--- src/rtl/uart_rx_msg_pkg.sv ---
// Shared constants, bit-timing helper and FSM state types for the UART message receiver.
package uart_pkg;

    localparam logic [7:0] CH_HASH = 8'h23;
    localparam logic [7:0] CH_DASH = 8'h2D;

    function automatic int unsigned clks_per_bit(input int unsigned clk_hz, input int unsigned baud);
        return clk_hz / baud;
    endfunction

    localparam int unsigned CLKS_PER_BIT = clks_per_bit(50000000, 115200);

    function automatic logic is_printable(input logic [7:0] c);
        return (c >= 8'h20) && (c <= 8'h7E);
    endfunction

    typedef enum logic [2:0] {
        B_IDLE,
        B_START,
        B_DATA,
        B_STOP,
        B_WAIT
    } bit_state_t;

    typedef enum logic [1:0] {
        P_IDLE,
        P_DASH1,
        P_PAY,
        P_TERM
    } par_state_t;

endpackage

--- src/rtl/uart_rx_msg_if.sv ---
// Four-phase message handshake between the receiver (master) and the bot logic (slave).
interface uart_rx_msg_if #(
    parameter int unsigned MAX_LEN = 8
);
    logic [8*MAX_LEN-1:0] msg_payload;
    logic [3:0]           msg_len;
    logic                 msg_req;
    logic                 msg_ack;

    modport master (output msg_payload, output msg_len, output msg_req, input msg_ack);
    modport slave  (input msg_payload, input msg_len, input msg_req, output msg_ack);
endinterface

--- src/rtl/uart_rx_msg_bit.sv ---
// 8N1 UART byte receiver: rx synchroniser, bit FSM and baud counter.
module uart_rx_bit
    import uart_pkg::*;
#(
    parameter int unsigned CLKS_PER_BIT = 434
) (
    input  logic       clk_50M,
    input  logic       rst_n,
    input  logic       rx,
    output logic [7:0] rx_byte,
    output logic       rx_byte_valid,
    output logic       frame_err
);
    localparam int unsigned HALF = CLKS_PER_BIT / 2;
    localparam int unsigned CW   = $clog2(CLKS_PER_BIT);

    logic          rx_m, rx_s;
    bit_state_t    state, state_nx;
    logic [CW-1:0] cnt;
    logic [2:0]    bit_idx;
    logic [7:0]    shreg;
    logic          tick_half, tick_full;
    logic          cnt_run, cnt_clr, shift_en, byte_ok, byte_bad;

    assign tick_half = (cnt == CW'(HALF - 1));
    assign tick_full = (cnt == CW'(CLKS_PER_BIT - 1));

    always_ff @(posedge clk_50M or negedge rst_n) begin
        if (!rst_n) begin
            rx_m  <= 1'b1;
            rx_s  <= 1'b1;
            state <= B_IDLE;
        end else begin
            rx_m  <= rx;
            rx_s  <= rx_m;
            state <= state_nx;
        end
    end

    always_comb begin
        state_nx = state;
        case (state)
            B_IDLE:  if (!rx_s) state_nx = B_START;
            B_START: if (tick_half) state_nx = rx_s ? B_IDLE : B_DATA;
            B_DATA:  if (tick_full && bit_idx == 3'd7) state_nx = B_STOP;
            B_STOP:  if (tick_full) state_nx = rx_s ? B_IDLE : B_WAIT;
            B_WAIT:  if (rx_s) state_nx = B_IDLE;
            default: state_nx = B_IDLE;
        endcase
    end

    // Counter restarts on every state change so each phase times from its own entry.
    always_comb begin
        cnt_run  = (state == B_START) || (state == B_DATA) || (state == B_STOP);
        cnt_clr  = (state != state_nx);
        shift_en = (state == B_DATA) && tick_full;
        byte_ok  = (state == B_STOP) && tick_full && rx_s;
        byte_bad = (state == B_STOP) && tick_full && !rx_s;
        if (shift_en) cnt_clr = 1'b1;
    end

    always_ff @(posedge clk_50M or negedge rst_n) begin
        if (!rst_n) begin
            cnt           <= '0;
            bit_idx       <= '0;
            shreg         <= '0;
            rx_byte       <= '0;
            rx_byte_valid <= 1'b0;
            frame_err     <= 1'b0;
        end else begin
            cnt           <= (!cnt_run || cnt_clr) ? '0 : cnt + 1'b1;
            bit_idx       <= (state != B_DATA) ? '0 : (shift_en ? bit_idx + 1'b1 : bit_idx);
            if (shift_en) shreg <= {rx_s, shreg[7:1]};
            if (byte_ok) rx_byte <= shreg;
            rx_byte_valid <= byte_ok;
            frame_err     <= byte_bad;
        end
    end

endmodule

--- src/rtl/uart_rx_msg.sv ---
// Frames #-<payload>-# messages from the UART byte stream and hands them over via req/ack.
// Optional UART_RX_ERRCNT_EN adds a saturating err_count port.
module uart_rx_msg
    import uart_pkg::*;
#(
    parameter int unsigned CLK_HZ  = 50000000,
    parameter int unsigned BAUD    = 115200,
    parameter int unsigned MAX_LEN = 8
) (
    input  logic                 clk_50M,
    input  logic                 rst_n,
    input  logic                 rx,
    output logic [7:0]           rx_byte,
    output logic                 rx_byte_valid,
    uart_rx_msg_if.master        msg,
    output logic                 frame_err,
    output logic                 msg_err
`ifdef UART_RX_ERRCNT_EN
    ,
    output logic [7:0]           err_count
`endif
);
    localparam int unsigned CPB = clks_per_bit(CLK_HZ, BAUD);

    par_state_t           state, state_nx;
    logic [8*MAX_LEN-1:0] pay_buf;
    logic [3:0]           pay_len;
    logic                 is_hash, is_dash, room, busy;
    logic                 buf_clr, buf_app, deliver, err_c;

    uart_rx_bit #(.CLKS_PER_BIT(CPB)) u_bit (
        .clk_50M       (clk_50M),
        .rst_n         (rst_n),
        .rx            (rx),
        .rx_byte       (rx_byte),
        .rx_byte_valid (rx_byte_valid),
        .frame_err     (frame_err)
    );

    assign is_hash = (rx_byte == CH_HASH);
    assign is_dash = (rx_byte == CH_DASH);
    assign room    = (pay_len < 4'(MAX_LEN));
    assign busy    = msg.msg_req || msg.msg_ack;

    always_ff @(posedge clk_50M or negedge rst_n) begin
        if (!rst_n) state <= P_IDLE;
        else        state <= state_nx;
    end

    always_comb begin
        state_nx = state;
        if (rx_byte_valid) begin
            case (state)
                P_IDLE:  if (is_hash) state_nx = P_DASH1;
                P_DASH1: state_nx = is_dash ? P_PAY : (is_hash ? P_DASH1 : P_IDLE);
                P_PAY: begin
                    if (is_dash)                            state_nx = P_TERM;
                    else if (is_hash)                       state_nx = P_DASH1;
                    else if (is_printable(rx_byte) && room) state_nx = P_PAY;
                    else                                    state_nx = P_IDLE;
                end
                P_TERM:  state_nx = P_IDLE;
                default: state_nx = P_IDLE;
            endcase
        end
    end

    // Every entry into P_DASH1 begins a fresh message, so the buffer is cleared there.
    always_comb begin
        buf_clr = rx_byte_valid && (state_nx == P_DASH1);
        buf_app = 1'b0;
        deliver = 1'b0;
        err_c   = 1'b0;
        if (rx_byte_valid) begin
            case (state)
                P_DASH1: err_c = !is_dash && !is_hash;
                P_PAY: begin
                    buf_app = !is_dash && !is_hash && is_printable(rx_byte) && room;
                    err_c   = !is_dash && !buf_app;
                end
                P_TERM: begin
                    deliver = is_hash && (pay_len != 4'd0) && !busy;
                    err_c   = !deliver;
                end
                default: ;
            endcase
        end
    end

    always_ff @(posedge clk_50M or negedge rst_n) begin
        if (!rst_n) begin
            pay_buf         <= '0;
            pay_len         <= '0;
            msg.msg_payload <= '0;
            msg.msg_len     <= '0;
            msg.msg_req     <= 1'b0;
            msg_err         <= 1'b0;
        end else begin
            if (buf_clr) begin
                pay_buf <= '0;
                pay_len <= '0;
            end else if (buf_app) begin
                for (int unsigned i = 0; i < MAX_LEN; i++) begin
                    if (pay_len == 4'(i)) pay_buf[i*8 +: 8] <= rx_byte;
                end
                pay_len <= pay_len + 1'b1;
            end
            if (deliver) begin
                msg.msg_payload <= pay_buf;
                msg.msg_len     <= pay_len;
                msg.msg_req     <= 1'b1;
            end else if (msg.msg_ack) begin
                msg.msg_req     <= 1'b0;
            end
            msg_err <= err_c;
        end
    end

`ifdef UART_RX_ERRCNT_EN
    logic [8:0] err_sum;
    assign err_sum = {1'b0, err_count} + {8'd0, frame_err} + {8'd0, msg_err};

    always_ff @(posedge clk_50M or negedge rst_n) begin
        if (!rst_n) err_count <= '0;
        else        err_count <= err_sum[8] ? 8'hFF : err_sum[7:0];
    end
`endif

endmodule

--- src/flat_wrapper.sv ---
// flat-port wrapper written by rule: the top's interface ports become plain ports
module uart_rx_msg_flat import uart_pkg::*;
#(
    parameter int unsigned CLK_HZ  = 50000000,
    parameter int unsigned BAUD    = 115200,
    parameter int unsigned MAX_LEN = 8
)
  (clk_50M, rst_n, rx, rx_byte, rx_byte_valid, frame_err, msg_err, msg_msg_payload, msg_msg_len, msg_msg_req, msg_msg_ack);
  uart_rx_msg_if #(.MAX_LEN(MAX_LEN)) msg_i ();
  input  logic clk_50M;
  input  logic rst_n;
  input  logic rx;
  output logic [7:0] rx_byte;
  output logic rx_byte_valid;
  output logic frame_err;
  output logic msg_err;
  output wire logic [$bits(msg_i.msg_payload)-1:0] msg_msg_payload;
  output wire logic [$bits(msg_i.msg_len)-1:0] msg_msg_len;
  output wire logic [$bits(msg_i.msg_req)-1:0] msg_msg_req;
  input wire logic [$bits(msg_i.msg_ack)-1:0] msg_msg_ack;
  assign msg_msg_payload = msg_i.msg_payload;
  assign msg_msg_len = msg_i.msg_len;
  assign msg_msg_req = msg_i.msg_req;
  assign msg_i.msg_ack = msg_msg_ack;
  uart_rx_msg #(.CLK_HZ(CLK_HZ), .BAUD(BAUD), .MAX_LEN(MAX_LEN)) u_core (.clk_50M(clk_50M), .rst_n(rst_n), .rx(rx), .rx_byte(rx_byte), .rx_byte_valid(rx_byte_valid), .msg(msg_i), .frame_err(frame_err), .msg_err(msg_err));
endmodule
--- config.mk ---
export PLATFORM = sky130hd
export DESIGN_NAME = uart_rx_msg_flat
export DESIGN_NICKNAME = d
export VERILOG_FILES = /design/src/rtl/uart_rx_msg_pkg.sv /design/src/rtl/uart_rx_msg_if.sv /design/src/rtl/uart_rx_msg_bit.sv /design/src/rtl/uart_rx_msg.sv /design/src/flat_wrapper.sv
export SDC_FILE = /design/constraint.sdc
export NUM_CORES = 1
export LEC_CHECK = 0
export CAP_MARGIN = 40
export CELL_PAD_IN_SITES_DETAIL_PLACEMENT = 1
export CELL_PAD_IN_SITES_GLOBAL_PLACEMENT = 1
export CORE_MARGIN = 3
export CORE_UTILIZATION = 41
export CTS_CLUSTER_DIAMETER = 40
export DETAILED_ROUTE_END_ITERATION = 16
export PLACE_DENSITY = 0.86
export REMOVE_ABC_BUFFERS = 1
export SETUP_SLACK_MARGIN = 0.02
export SYNTH_ARGS = -nofsm -noshare
export SYNTH_HDL_FRONTEND = slang
export SYNTH_SLANG_ARGS = --single-unit
--- constraint.sdc ---
create_clock -name clk_50M -period 1.9 [get_ports clk_50M]
set_input_delay 0.38 -clock clk_50M [delete_from_list [all_inputs] [get_ports clk_50M]]
set_output_delay 0.38 -clock clk_50M [all_outputs]
set_load 0.01 [all_outputs]
==> Word-level counts from Yosys, hierarchy flattened <==
Cells that the tools add are included.
{ "word_totals": {"input_bits": 4, "wordCells": 139, "output_inout_bits": 80, "register_bits": 175} }
{ "op_classes": {"n_eq_ne": 22, "muxes": 40, "order_cmp": 3, "addsub": 3, "reduce_logical": 48} }
{ "op_table": {"columns": ["cell", "count"], "rows": [
  ["$mux W64", 2],
  ["$mux W8", 8],
  ["$mux W3", 8],
  ["$reduce_bool A2 Y1", 11],
  ["$eq A4 B3 Y1 const B", 4],
  ["$eq A8 B6 Y1 const B", 2],
  ["$reduce_and A2 Y1", 8],
  ["$pmux W3 S5", 1],
  ["$logic_and A1 B1 Y1", 14],
  ["$mux W2", 7],
  ["$add A9 B1 Y9 const B", 1],
  ["$eq A9 B8 Y1 const B", 1],
  ["$eq A9 B9 Y1 const B", 1],
  ["$mux W1", 9],
  ["$mux W9", 1],
  ["$eq A4 B2 Y1 const B", 2],
  ["$ge A8 B6 Y1 const B", 1],
  ["$le A8 B7 Y1 const B", 1],
  ["$mux W4", 2],
  ["$pmux W2 S4", 1],
  ["$logic_not A1 Y1", 7],
  ["$eq A3 B2 Y1 const B", 2],
  ["$eq A3 B3 Y1 const B", 2],
  ["$add A4 B1 Y4 const B", 1],
  ["other kinds (14)", 19]
]} }

==> Depth between registers and ports, before layout <==
Gate-level depths: netlist of run 1.
{ "logic_depth": {"ltp_word": 12, "mapped_depth": 8, "depth_no_buf": 6} }

==> Hierarchy <==
A second synthesis of run 1 with hierarchy kept.
{ "hier_totals": {"cells_unflattened": 543, "hier_area_um2": 7199.4} }
{ "modules_own_cells": {"columns": ["module", "cells_each", "area_per_inst_um2", "n_inst", "seq_area_each_um2"], "rows": [
  ["uart_rx_msg", 423, 5615.4, 1, 3503.4],
  ["uart_rx_bit", 120, 1584.0, 1, 878.3]
]} }

==> Least setup slack after synthesis of run 1 <==
OpenSTA, ideal clock, no wires.
{ "synth_timing": {"path_type": "register to register", "from": "reg u_core.u_bit.rx_byte[4]", "to": "reg u_core.msg.msg_len[0]", "t_required_ns": 1.775, "arrival_ns": 1.877, "synth_period_minus_slack_ns": 2.002, "slack_ns": -0.102, "setup_ns": 0.125, "path_stages_with_launch": 7, "cell_sequence": "dfrtp_1 nor4b_4 nand4_2 nor2_2 buf_4 buf_6 mux2_2"} }
{ "synth_between": {"elab_chain_cells": 5} }
{ "synth_rtl": {"columns": ["element", "line_no", "rtl"], "rows": [
  ["start: declaration", "uart_rx_msg_bit.sv:10", "output logic [7:0] rx_byte,"],
  ["start signal: assignment", "uart_rx_msg_bit.sv:74", "if (byte_ok) rx_byte <= shreg;"],
  ["$eq A8 B6 Y1", "uart_rx_msg.sv:40", "assign is_hash = (rx_byte == CH_HASH);"],
  ["$logic_and A1 B1 Y1 (2 in series)", "uart_rx_msg.sv:82", "deliver = is_hash && (pay_len != 4'd0) && !busy;"],
  ["$mux W1", "uart_rx_msg.sv:75", "case (state)"],
  ["$mux W1", "uart_rx_msg.sv:74", "if (rx_byte_valid) begin"],
  ["end signal: assignment", "uart_rx_msg.sv:110", "msg.msg_len <= pay_len;"],
  ["end: declaration", "uart_rx_msg_if.sv:10", "modport master (output msg_payload, output msg_len, output msg_req, input msg_ack);"]
]} }
Every way passes these cells.
A chain may end at the register's enable or synchronous reset.

==> Worst setup path in the final report of run 1 <==
{ "layout_timing": {"from": "reg u_core.pay_len[1]", "to": "reg u_core.msg.msg_payload[0]"} }
{ "layout_between": {"elab_chain_cells": 5} }
{ "layout_rtl": {"columns": ["element", "line_no", "rtl"], "rows": [
  ["start: declaration", "uart_rx_msg.sv:27", "logic [3:0] pay_len;"],
  ["start signal: assignment", "uart_rx_msg.sv:106", "pay_len <= pay_len + 1'b1;"],
  ["$reduce_bool A4 Y1", "uart_rx_msg.sv:82", null],
  ["$logic_and A1 B1 Y1 (2 in series)", "uart_rx_msg.sv:82", null],
  ["$mux W1", "uart_rx_msg.sv:75", null],
  ["$mux W1", "uart_rx_msg.sv:74", null],
  ["end signal: assignment", "uart_rx_msg.sv:109", "msg.msg_payload <= pay_buf;"],
  ["end: declaration", "uart_rx_msg_if.sv:10", null]
]} }
Every way passes these cells.

==> run_results.csv, run 1 <==
group,metric,value,unit
outcome,status,"finished, violations left",
outcome,violations,"setup timing",
route,drc,0,
worst_setup_path,arrival,2430,ps
timing,drv_slew,0,
flow_run,drv.max_cap_violation_count,0,
worst_setup_path,crit_buf_inv,4,
min_path,min_from,"rx",
place,place_area,0.00876,mm2
worst_setup_path,rrSetupSlack,-200,ps
place,io_buffers,83,
worst_setup_path,ff2ff_path_depth,9,
cts,htree_levels,4,
yosys,synth.distinct_cells,52,
global_route,grt_pass1_vias,5981,
power,ir_worst_vdd,0.683,mV
finish,fin_cells,964,
timing,rsz0062_at_grt,"true",
finish,drive_gt1_frac,0.359,
finish,final_cell_mix,"166 x dfrtp_1, 75 x nand2_1, 75 x mux2_4",
worst_setup_path,endpoint_kind,"flop",
cts,cts_sinks,175,
place,gp_congestion,0.880,
power,p_total,7.59,mW
worst_setup_path,path_class,"flop to flop",
global_route,antenna_found_initial,0,
power,p_per_area,715,mW/mm2
worst_setup_path,crit_path_top_delay_cell,"dfrtp_1",
global_route,overflow,0,
global_route,grt_max_degree,47,
floorplanning,ios,84,
timing,worst-slew-pin-transition,587,ps
place,dp_slack,-309,ps
finish,syn_to_final_growth,44.7,%
worst_setup_path,crit_path_frequent_cell,"buf_12",
timing,max_freq,476,MHz
global_route,grt_pass1_wl,37400,um
cts,cts_buffers,17,
floorplanning,die_area,0.0195,mm2
route,wl_per_cell,27.5,um
yosys,syn_area_per_cell,13.1,um2
floorplanning,die_x,140,um
yosys,synth_edf_count,0,
finish,fin_area,0.0106,mm2
timing,setup_viol,144,
finish,fin_nets,739,
place,hpwlAfterDp,12300,um
finish,fill_cells,1638,
yosys,ys_seq_elements,175,
yosys,ys_seq_area_frac,0.597,
worst_setup_path,start_kind,"flop",
cts,cts_root_buffer,"clkbuf_16",
floorplanning,die_y,140,um
yosys,yosys.area.top_type,"dfrtp_1",
worst_setup_path,path_cells,"inv_2 -> ha_4 -> or3b_4 -> nand4_4 -> nor2_4 -> buf_12 -> buf_12 -> buf_16 -> mux2_2",
place,dpl.cell_count,884,
finish,mostFrequentLayoutCell,"dfrtp_1",
yosys,synth_area_leaders,"dfrtp_1 59%, mux2_2 13%, mux2i_1 8.0%",
yosys,syn_area,0.00734,mm2
cts,cts_tree,"yes",
worst_setup_path,r2r-end,"u_core.msg.msg_payload[0]$_DFFE_PN0P_",
route,drt-pass1-iter-count,5,
timing,holdWs,331,ps
worst_setup_path,worstPathMaxFanout,7,
timing,fin_crit,2100,ps
timing,period_share,1.11,
cts,clock_latency,460,ps
cts,clkTransAtPathRegs,70,ps
yosys,syn_inst,559,
timing,hold_violations,0,
worst_setup_path,required,2230,ps
timing,skew,17.5,ps
worst_setup_path,r2r-start,"u_core.pay_len[1]$_DFFE_PN0P_",
worst_setup_path,crit_family,"simple AND/OR/NAND/NOR gates",
floorplanning,core-area,0.0174,mm2
yosys,async_flop_share,1.00,
route,drtIter0Drc,302,
finish,antennaDiodeCount,0,
route,viasPerCell,5.78,
yosys,netlist.area_leader.share,0.590,
finish,multiInputGateArea,0.00336,mm2
cts,clk_path_buf_depth,2,
yosys,ys_warn_count,0,
floorplanning,start_util,0.421,
power,power.leakage,5.12,nW
route,num_vias,5570,
global_route,grt_usage,0.251,
min_path,holdPathEnd,"u_core.u_bit.rx_m$_DFF_PN1_",
route,antenna_left,0,
floorplanning,row_count,48,
yosys,ys.flop_type,"dfrtp_1",
worst_setup_path,slowest_delay,390,ps
timing,slew_headroom,0.605,
finish,seq_area,0.00439,mm2
min_path,hold_depth,1,
timing,layout_setup_ws,-200,ps
min_path,min_path_type,"input pin to flop",
route,wl,26500,um
-- worst register-to-register path, cell delays in order, from the launching register on --
cell and delay (ps):
dfrtp_1 390, inv_2 80, ha_4 160, or3b_4 250, nand4_4 100, nor2_4 220
buf_12 190, buf_12 120, buf_16 130, mux2_2 350
-- registers in the layout, summed over array words and instances, names as in the netlist --
name                        flops
u_core.u_bit.cnt                9
u_core.msg.msg_payload         64
u_core.u_bit.bit_idx            3
u_core.u_bit.rx_m               1
u_core.u_bit.shreg              8
u_core.pay_buf                 64
u_core.u_bit.frame_err          1
u_core.msg.msg_req              1
u_core.u_bit.rx_s               1
u_core.u_bit.state              3
u_core.state                    2
u_core.pay_len                  4
u_core.msg_err                  1
u_core.msg.msg_len              4
u_core.u_bit.rx_byte_valid      1
u_core.u_bit.rx_byte            8
-- where the power goes --
part | leakage, nW | internal [mW] | switching [mW] | total, mW
Sequential | 2.41 | 3.73 | 0.00242 | 3.73
Combinational | 2.41 | 0.0194 | 0.0782 | 0.0976
Clock | 0.299 | 2.08 | 1.69 | 3.76
-- metrics by stage --
step,utilization,setup TNS [ps]
2_1_floorplan,-,-208970
3_3_place_gp,0.503,-18300
3_5_place_dp,0.503,-20410
4_1_cts,0.581,-4110
5_1_grt,0.610,-20740
6_report,0.610,-13290
-- worst max-delay path by stage --
stage / startpoint / end / slack [ps] / depth (start not counted)
global route: u_core.u_bit.rx_byte[4]$_DFFE_PN0P_ / u_core.pay_len[1]$_DFFE_PN0P_ / -240 / 9
CTS: u_core.u_bit.rx_byte[7]$_DFFE_PN0P_ / u_core.pay_buf[51]$_DFFE_PN0P_ / -90 / 8
finish: u_core.pay_len[1]$_DFFE_PN0P_ / u_core.msg.msg_payload[0]$_DFFE_PN0P_ / -200 / 9
global placement: msg_msg_ack / u_core.msg.msg_payload[23]$_DFFE_PN0P_ / -290 / 6
floorplan: u_core.u_bit.rx_byte[1]$_DFFE_PN0P_ / u_core.pay_buf[0]$_DFFE_PN0P_ / -1990 / 4
detailed placement: msg_msg_ack / u_core.msg.msg_payload[16]$_DFFE_PN0P_ / -310 / 6
-- synthesized netlist by cell type, types with 4 or more instances --
master / instances
and3_1: 11
nor3_1: 6
buf_2: 12
clkbuf_1: 9
a21oi_1: 4
dfrtp_1: 173
ha_1: 9
mux2i_1: 59
o21ai_0: 4
inv_1: 14
nand3_1: 7
nor3b_1: 4
mux2_2: 84
nand4b_1: 4
nand2_1: 77
nor2_1: 21
xnor2_1: 4
nand4_2: 7
xor2_1: 4
-- kinds of logic (layout without fill, tap and decap cells) --
group | after synthesis | after routing | share of synthesized area
fa+ha+maj | 9 | 9 | 0.0153
buf+inv | 39 | 218 | 0.0251
flops | 175 | 175 | 0.597
compound gates | 26 | 26 | 0.0264
mux | 143 | 143 | 0.209
xor+xnor | 8 | 8 | 0.00955
simple gates | 159 | 160 | 0.117
-- timing repair --
item | CTS | global route
pin swaps | 7 | 11
resized for setup | 107 | 63
hold endpoints to repair | 35 | 0
buffers inserted | 21 | 14
hold buffers | 1 | 0
gates cloned | 7 | 6
endpoints found under the setup margin | 156 | 157
-- area by class of cell --
class / instances / share of cell area
clock inverters: 12 / 0.0140
inverters: 14 / 0.00495
flip-flops and latches: 175 / 0.413
well taps: 225 / 0.0265
clock buffers: 20 / 0.0439
repair buffers: 172 / 0.181
multi-input cells: 346 / 0.317
-- metal layers --
layer  global-route usage  vias to the layer above  part of all wire
met4                0.101                        0             0.046
met2                0.445                      210              0.52
li1                     -                     2290                 -
met5                    0                        -                 0
met1                0.296                     2985              0.39
met3               0.0553                       85             0.043
Note: power is estimated with default switching activity, not from simulation.
==> run 2: changes to the inputs <==
--- a/config.mk
+++ b/config.mk
@@ -12,7 +12,7 @@
 export CORE_UTILIZATION = 41
 export CTS_CLUSTER_DIAMETER = 40
 export DETAILED_ROUTE_END_ITERATION = 16
-export PLACE_DENSITY = 0.86
+export PLACE_DENSITY_LB_ADDON = 0.1
 export REMOVE_ABC_BUFFERS = 1
 export SETUP_SLACK_MARGIN = 0.02
 export SYNTH_ARGS = -nofsm -noshare
==> run_results.csv, run 2 (same netlist as run 1, synthesis figures left out) <==
group,metric,value,unit
outcome,status,"finished, violations left",
outcome,violations,"setup timing",
route,drtIter0Drc,181,
timing,rsz0062_at_grt,"true",
power,ir_worst_vdd,0.629,mV
cts,htree_levels,4,
finish,final_cell_mix,"171 x dfrtp_1, 78 x clkdlybuf4s50_1, 57 x mux2i_1",
floorplanning,die_y,140,um
min_path,min_path_type,"flop to flop",
min_path,hold_depth,0,
global_route,use_met2,0.350,
min_path,min_from,"u_core.u_bit.rx_m$_DFF_PN1_",
cts,cts_sinks,175,
worst_setup_path,arrival,2360,ps
worst_setup_path,startpoint,"u_core.pay_len[0]$_DFFE_PN0P_",
global_route,grt_pass1_vias,5582,
power,power.leakage,5.22,nW
timing,period_share,1.08,
worst_setup_path,slowest_delay,410,ps
cts,clk_path_buf_depth,2,
cts,cts_root_buffer,"clkbuf_16",
worst_setup_path,path_class,"flop to flop",
global_route,grt_pass1_wl,30400,um
floorplanning,die_x,140,um
finish,top_regs,"u_core.msg.msg_payload: 64 flops, u_core.pay_buf: 64 flops, u_core.u_bit.cnt: 9 flops",
finish,mostFrequentLayoutCell,"dfrtp_1",
route,drt-pass1-iter-count,4,
finish,drive_gt1_frac,0.410,
route,antenna_left,0,
finish,fin_nets,747,
finish,antennaDiodeCount,0,
global_route,use_met3,0.0347,
timing,setup_viol,126,
place,hpwlAfterDp,11600,um
route,viasPerCell,5.31,
worst_setup_path,crit_path_top_delay_cell,"dfrtp_1",
route,num_vias,5153,
timing,fin_crit,2050,ps
worst_setup_path,worstPathMaxFanout,7,
cts,cts_buffers,17,
route,drc,0,
floorplanning,row_count,48,
route,wl,22000,um
floorplanning,ios,84,
worst_setup_path,start_kind,"flop",
timing,worst-slew-pin-transition,483,ps
global_route,grt_max_degree,56,
floorplanning,start_util,0.421,
place,dp_slack,-380,ps
timing,skew,11.0,ps
route,wl_per_cell,22.7,um
worst_setup_path,endpoint_kind,"flop",
floorplanning,die_area,0.0195,mm2
timing,holdWs,364,ps
worst_setup_path,r2r-start,"u_core.pay_len[0]$_DFFE_PN0P_",
timing,setup_tns,-7020,ps
power,p_per_area,686,mW/mm2
timing,layout_setup_ws,-148,ps
worst_setup_path,crit_path_frequent_cell,"buf_12",
flow_run,drv.max_cap_violation_count,0,
global_route,grtUsageMet1,0.248,
worst_setup_path,rrSetupSlack,-150,ps
place,gp_congestion,0.866,
timing,slew_headroom,0.677,
timing,max_freq,488,MHz
timing,hold_violations,0,
cts,clkTransAtPathRegs,70,ps
global_route,grt_usage,0.199,
cts,clock_latency,430,ps
finish,syn_to_final_growth,47.9,%
cts,cts_tree,"yes",
worst_setup_path,r2r-end,"u_core.msg.msg_payload[24]$_DFFE_PN0P_",
global_route,antenna_found_initial,0,
floorplanning,core-area,0.0174,mm2
worst_setup_path,required,2210,ps
timing,drv_slew,0,
worst_setup_path,crit_end,"u_core.msg.msg_payload[24]$_DFFE_PN0P_",
worst_setup_path,path_cells,"inv_2 -> ha_4 -> or3b_4 -> nand4_4 -> nor2_4 -> buf_12 -> buf_12 -> buf_16 -> mux2_4",
worst_setup_path,ff2ff_path_depth,9,
place,io_buffers,83,
global_route,overflow,0,
global_route,busiest_layer,"met2",
## run 2: critical path: cells and delay by family (launching register included)
| kind | cells | cell delay (ps) |
|---|---|---|
| flip-flops | 1 | 410 |
| buffers and inverters | 4 | 530 |
| AND/OR/NAND/NOR | 3 | 540 |
| adder cells (fa/ha/maj) | 1 | 140 |
| multiplexers | 1 | 300 |
## run 2: where the power goes
group / leakage [nW] / internal (mW) / switching (mW)
Clock: 0.288 / 2.14 / 1.47
Combinational: 2.51 / 0.0198 / 0.0757
Sequential: 2.42 / 3.73 / 0.00229
## run 2: timing repair
| item | 4_1_cts | 5_1_grt |
|---|---|---|
| gates cloned | 7 | 10 |
| hold buffers | 1 | 0 |
| pin swaps | 5 | 47 |
| endpoints found under the hold margin | 26 | 0 |
| setup endpoints to repair | 137 | 154 |
| resized for setup | 32 | 145 |
| buffers inserted | 20 | 15 |
## run 2: area by class of cell
type                       count  area [um2]
inverter                      14        52.6
clock inverter                 8         129
timing repair buffer         181        2190
sequential                   175        4380
clock buffer                  23         468
tap                          225         282
multi-input combinational    345        3340
fill                        1657        6570
## run 2: stage by stage
step | total power, mW | instance area, um2 | instances | utilization
after floorplan | 3.80 | 7210 | 534 | -
after global placement | 3.90 | 8900 | 890 | 0.511
after detailed placement | 3.90 | 8900 | 890 | 0.511
after CTS | 7.48 | 10000 | 948 | 0.574
after global routing | 7.68 | 10900 | 971 | 0.623
final | 7.44 | 10900 | 971 | 0.623
## run 2: routing by layer
metal  wire [um]  up-vias  part of all wire
met1        9100     2709              0.41
li1            -     2309                 -
met4         391        0             0.018
met5           0        -                 0
met2       11900      104              0.54
met3         637       31             0.029
## run 2: how the worst min path moves through the flow
| stage | endpoint | slack [ps] |
|---|---|---|
| final | u_core.u_bit.rx_s$_DFF_PN1_ | 360 |
| after global routing | u_core.u_bit.rx_m$_DFF_PN1_ | 370 |
| after CTS | u_core.u_bit.rx_m$_DFF_PN1_ | 370 |
| after detailed placement | u_core.msg.msg_payload[26]$_DFFE_PN0P_ | 280 |
| after global placement | u_core.msg.msg_payload[26]$_DFFE_PN0P_ | 280 |
| after floorplan | u_core.msg.msg_len[0]$_DFFE_PN0P_ | 80 |
==> run 3: changes to the inputs <==
--- a/config.mk
+++ b/config.mk
@@ -10,7 +10,7 @@
 export CELL_PAD_IN_SITES_GLOBAL_PLACEMENT = 1
 export CORE_MARGIN = 3
 export CORE_UTILIZATION = 41
-export CTS_CLUSTER_DIAMETER = 40
+export CTS_CLUSTER_DIAMETER = 120
 export DETAILED_ROUTE_END_ITERATION = 16
 export PLACE_DENSITY_LB_ADDON = 0.1
 export REMOVE_ABC_BUFFERS = 1
==> results of run 3 <==
Final layout, timing and power as in run 2 (identical DEF).
